[config.mk]
export PLATFORM = sky130hd
export DESIGN_NAME = inv_revaluate
export DESIGN_NICKNAME = d
export VERILOG_FILES = /design/src/rtl/inv_revaluate_pkg.sv /design/src/rtl/inv_chi_row.sv /design/src/rtl/inv_revaluate.sv
export SDC_FILE = /design/constraint.sdc
export NUM_CORES = 1
export LEC_CHECK = 0
export CAP_MARGIN = 25
export CORE_MARGIN = 3
export CORE_UTILIZATION = 53
export CTS_BUF_LIST = sky130_fd_sc_hd__clkbuf_8
export DETAILED_ROUTE_END_ITERATION = 8
export PLACE_DENSITY = 0.84
export REMOVE_ABC_BUFFERS = 1
export SLEW_MARGIN = 10
export SYNTH_ARGS = -nofsm -noshare
export SYNTH_HDL_FRONTEND = slang
export SYNTH_SLANG_ARGS = --single-unit
[constraint.sdc]
create_clock -name clk -period 3.4 [get_ports clk]
set_clock_uncertainty 0.2 [all_clocks]
set_input_delay 0.51 -clock clk [delete_from_list [all_inputs] [get_ports clk]]
set_output_delay 0.51 -clock clk [all_outputs]
set_load 0.01 [all_outputs]
[src/rtl/inv_revaluate_pkg.sv]
// Shared constants, FSM encoding and row-extraction helper for the inverse chi block.
// The datapath option is selected in inv_revaluate.sv by INV_REVALUATE_PARALLEL_EN.
package inv_revaluate_pkg;

    localparam int ROW_W   = 5;
    localparam int STATE_W = 25;

    typedef enum logic [1:0] {
        IDLE = 2'd0,
        CALC = 2'd1,
        DONE = 2'd2
    } state_t;

    // Row r sits at s[24-5r:20-5r]; row 0 is the most significant slice.
    function automatic logic [ROW_W-1:0] get_row(input logic [STATE_W-1:0] s,
                                                 input logic [2:0]         r);
        case (r)
            3'd0:    get_row = s[24:20];
            3'd1:    get_row = s[19:15];
            3'd2:    get_row = s[14:10];
            3'd3:    get_row = s[9:5];
            default: get_row = s[4:0];
        endcase
    endfunction

endpackage

[src/rtl/inv_chi_row.sv]
// Combinational inverse of the 5-bit chi row map a[x] ^ (~a[x+1] & a[x+2]).
// Column x lives at bit ROW_W-1-x, so column 0 is the MSB.
module inv_chi_row
    import inv_revaluate_pkg::*;
(
    input  logic [ROW_W-1:0] row_in,
    output logic [ROW_W-1:0] row_out
);

    for (genvar x = 0; x < ROW_W; x++) begin : g_col
        localparam int C0 = ROW_W - 1 - x;
        localparam int C1 = ROW_W - 1 - ((x + 1) % ROW_W);
        localparam int C2 = ROW_W - 1 - ((x + 2) % ROW_W);
        localparam int C3 = ROW_W - 1 - ((x + 3) % ROW_W);
        localparam int C4 = ROW_W - 1 - ((x + 4) % ROW_W);
        assign row_out[C0] = row_in[C0] ^
                             (~row_in[C1] & (row_in[C2] ^ (~row_in[C3] & row_in[C4])));
    end

endmodule

[src/rtl/inv_revaluate.sv]
// Inverse chi over a 5x5-bit state: bit-serial by default (25 CALC cycles),
// one row per cycle (5 CALC cycles) when INV_REVALUATE_PARALLEL_EN is defined.
module inv_revaluate
    import inv_revaluate_pkg::*;
(
    input  logic               clk,
    input  logic               rst,
    input  logic               start,
    input  logic [STATE_W-1:0] in,
    output logic               ready,
    output logic               done,
    output logic [STATE_W-1:0] out,
    output logic [1:0]         dbg_state
);

    localparam logic [2:0] LAST = 3'd4;

    state_t             state_q, state_d;
    logic [STATE_W-1:0] in_q, in_d;
    logic [STATE_W-1:0] out_q, out_d;
    logic [2:0]         row_q, row_d;
    logic [ROW_W-1:0]   row_res;

    inv_chi_row u_row (
        .row_in  (get_row(in_q, row_q)),
        .row_out (row_res)
    );

`ifdef INV_REVALUATE_PARALLEL_EN
    always_comb begin
        state_d = state_q;
        in_d    = in_q;
        out_d   = out_q;
        row_d   = row_q;
        case (state_q)
            IDLE: if (start) begin
                in_d    = in;
                out_d   = '0;
                row_d   = '0;
                state_d = CALC;
            end
            CALC: begin
                out_d = {out_q[STATE_W-ROW_W-1:0], row_res};
                row_d = (row_q == LAST) ? 3'd0 : row_q + 3'd1;
                if (row_q == LAST) state_d = DONE;
            end
            DONE:    state_d = IDLE;
            default: state_d = IDLE;
        endcase
    end

    always_ff @(posedge clk) begin
        if (!rst) begin
            state_q <= IDLE;
            in_q    <= '0;
            out_q   <= '0;
            row_q   <= '0;
        end else begin
            state_q <= state_d;
            in_q    <= in_d;
            out_q   <= out_d;
            row_q   <= row_d;
        end
    end
`else
    logic [2:0] col_q, col_d;
    logic       res_bit;

    // Column mux: column 0 (MSB) is emitted first within each row.
    always_comb begin
        case (col_q)
            3'd0:    res_bit = row_res[4];
            3'd1:    res_bit = row_res[3];
            3'd2:    res_bit = row_res[2];
            3'd3:    res_bit = row_res[1];
            default: res_bit = row_res[0];
        endcase
    end

    always_comb begin
        state_d = state_q;
        in_d    = in_q;
        out_d   = out_q;
        row_d   = row_q;
        col_d   = col_q;
        case (state_q)
            IDLE: if (start) begin
                in_d    = in;
                out_d   = '0;
                row_d   = '0;
                col_d   = '0;
                state_d = CALC;
            end
            CALC: begin
                out_d = {out_q[STATE_W-2:0], res_bit};
                col_d = (col_q == LAST) ? 3'd0 : col_q + 3'd1;
                if (col_q == LAST) begin
                    row_d = (row_q == LAST) ? 3'd0 : row_q + 3'd1;
                    if (row_q == LAST) state_d = DONE;
                end
            end
            DONE:    state_d = IDLE;
            default: state_d = IDLE;
        endcase
    end

    always_ff @(posedge clk) begin
        if (!rst) begin
            state_q <= IDLE;
            in_q    <= '0;
            out_q   <= '0;
            row_q   <= '0;
            col_q   <= '0;
        end else begin
            state_q <= state_d;
            in_q    <= in_d;
            out_q   <= out_d;
            row_q   <= row_d;
            col_q   <= col_d;
        end
    end
`endif

    assign ready     = (state_q == IDLE);
    assign done      = (state_q == DONE);
    assign out       = out_q;
    assign dbg_state = state_q;

endmodule

==> out/qor.yml <==
sta:
  setup_tns_ns: 0
  rsz0062_at_grt: "no"
  max_slew_margin_pct: 69.8
  period_share_pct: 87.8
  maxSlewViolCount: 0
  holdWs_ns: 0.269
  tightest_slew_ns: 0.441
  post-route-min-period_ns: 2.98
  max_freq_mhz: 335
  setup_violations: 0
  layout_setup_ws_ns: 0.416
  hold_viol_final: 0
final_layout:
  final_cell_mix: "nand2_1 (90), dfxtp_1 (58), clkdlybuf4s50_1 (56)"
  antenna_cells: 0
  fin_nets: 424
  final_common_cell: "nand2_1"
  drive_gt1_share_pct: 8.44
  instances_no_fill: 458
  syn_to_final_growth_pct: 28.2
floorplan:
  core_area_um2: 4910
  rows: 25
  die_h_um: 78.8
  die_area_um2: 6210
  start_util_pct: 57.2
  top_level_ports: 57
  die_w_um: 78.8
logic_synthesis:
  netlist_instances: 335
  yosys_register_bits: 58
  synth_edf_count: 0
  synth_cell_types: 44
  syn_area_um2: 2810
  ys_async_sr_fraction_pct: 0
  synth_seq_area_share_pct: 41.3
  ys_warn_count: 0
  synth_area_per_cell_um2: 8.39
  synth_ff_type: "dfxtp_1"
power:
  irDropWorstVdd_uv: 301
  leakagePower_nw: 1.30
  power_density_nw_per_um2: 440
placement:
  gp_congestion: 0.797
  dp_worst_setup_slack_ns: 0.560
  numPortBuffers: 56
  placedCellCount: 442
  place_hpwl_um: 4320
grt:
  antenna_found_initial: 0
  grt_use_total_pct: 21.9
  grt_pass1_vias: 2345
  grt_max_degree: 59
  grt_pass1_wl_um: 10900
  grt-ovfl-total: 0
routing:
  via_count: 2502
  met2WireLength_um: 3190
  top_layer: "met4"
  ant_nets: 0
  wl_um: 6390
  drt-initial-drc-count: 165
  wl_per_cell_um: 13.9
  dr_wl_met3_um: 242
  route.detailed.drc: 0
  drt_first_pass_iters: 5
  wl_met1_um: 2840
  via_per_inst: 5.46
setup_path:
  cp_cell_sequence: "inv_1 -> ha_1 -> a222oi_1 -> o21ai_1 -> mux2i_1 -> nand4_1 -> and3_1 -> o21a_1 -> o31ai_1 -> a211oi_1"
  critPathRequiredTime_ns: 3.41
  crit_slowest_cell: "dfxtp_1"
  worstSetupPathType: "reg2reg"
  crit_fanout: 8
  startpoint_type: "register"
  cpPeakStageDelay_ns: 0.39
  worst_setup_path_end_kind: "register"
  critPathArrivalTime_ns: 2.99
status:
  status: "completed"
clock_tree:
  cts_resized: 0
  cts_buffers: 9
  post_cts_buffers: 0
  h-tree-depth: 3
  clk-insertion-delay-late_ns: 0.34
  cts_sinks: 58
  cts-hold-fix-buffers: 0
  clkTransAtPathRegs_ns: 0.06
  cts-root-buf: "clkbuf_8"
  clockBufferDepth: 2
  cts_tree: "done"
job:
  max_cap_viol_count: 0
worst_hold_path:
  hold_class: "reg2reg"
## sequential cells by signal, indices dropped and copies added (netlist names)
register and flops:
row_q 3, col_q 3, out 25, in_q 25, dbg_state 2
## cell families (layout without fill, tap and decap cells)
group | Yosys count | count (layout) | synth area share [%]
AO/OA/AOI/OAI | 85 | 85 | 22.0
XOR/XNOR | 4 | 4 | 1.25
adder cells (fa/ha/maj) | 10 | 10 | 4.45
buffers and inverters | 29 | 85 | 4.45
flip-flops | 58 | 58 | 41.3
multiplexers | 9 | 9 | 4.50
AND/OR/NAND/NOR | 140 | 140 | 22.0
## layout make-up
cell class                 instances  area, um^2
tap                               67        83.8
timing repair buffer              63         613
sequential                        58        1160
clock buffer                      10         138
clock inverter                     6        57.6
inverter                           6        22.5
fill                             385        1310
multi-input combinational        248        1530
## synth_stat cells (2+ instances only)
| cell type | n | area [um^2] |
|---|---|---|
| a21boi_0 | 49 | 368 |
| a21oi_1 | 9 | 45.0 |
| a222oi_1 | 5 | 50.1 |
| and2_1 | 4 | 25.0 |
| and3_1 | 3 | 18.8 |
| buf_1 | 4 | 15.0 |
| buf_6 | 2 | 22.5 |
| clkbuf_1 | 16 | 60.1 |
| dfxtp_1 | 58 | 1160 |
| ha_1 | 10 | 125 |
| inv_1 | 6 | 22.5 |
| mux2_4 | 4 | 60.1 |
| mux2i_1 | 3 | 30.0 |
| nand2_1 | 90 | 338 |
| nand3_1 | 25 | 125 |
| nor2_1 | 2 | 7.51 |
| nor2b_1 | 6 | 37.5 |
| nor3_1 | 3 | 15.0 |
| o21ai_0 | 4 | 20.0 |
| o21ai_1 | 6 | 30.0 |
| xnor2_1 | 3 | 26.3 |
## through the flow
| stage | total power (W) | utilization (%) | instance area (um^2) |
|---|---|---|---|
| after global routing | 0.00165 | 73.4 | 3600 |
| after floorplan | 0.000875 | - | 2710 |
| after CTS | 0.00159 | 73.4 | 3600 |
| final | 0.00159 | 73.4 | 3600 |
| after global placement | 0.000965 | 69.4 | 3410 |
| after detailed placement | 0.000972 | 69.4 | 3410 |
## path summary, 6_finish.rpt
kind              startpoint      end  slack (ns)  depth (start not counted)
hold reg to reg      in_q[7]  in_q[7]        0.27                          2
setup reg to reg    row_q[0]   out[0]        0.42                         10
setup / recovery    row_q[0]   out[0]        0.42                         10
hold / removal       in_q[7]  in_q[7]        0.27                          2
## critical path, delay by kind of cell (launching register included)
family / cells / cell delay (ns)
compound gates: 5 / 1.09
fa+ha+maj: 1 / 0.31
buf+inv: 1 / 0.09
flops: 1 / 0.39
mux: 1 / 0.39
simple gates: 2 / 0.39
## power breakdown
part	switching, W	leakage, nW	internal, W	total (W)
Clock	0.000272	0.107	0.000353	0.000624
Sequential	0.0000184	0.472	0.000704	0.000722
Combinational	0.000131	0.723	0.000108	0.000238
## routing by layer
| layer | vias to the layer above | track usage (%) |
|---|---|---|
| met4 | 0 | 10.7 |
| met3 | 10 | 4.54 |
| met2 | 57 | 35.7 |
| met1 | 1175 | 27.8 |
| met5 | - | 0 |
| li1 | 1260 | - |
(Power assumes the default switching activity.)
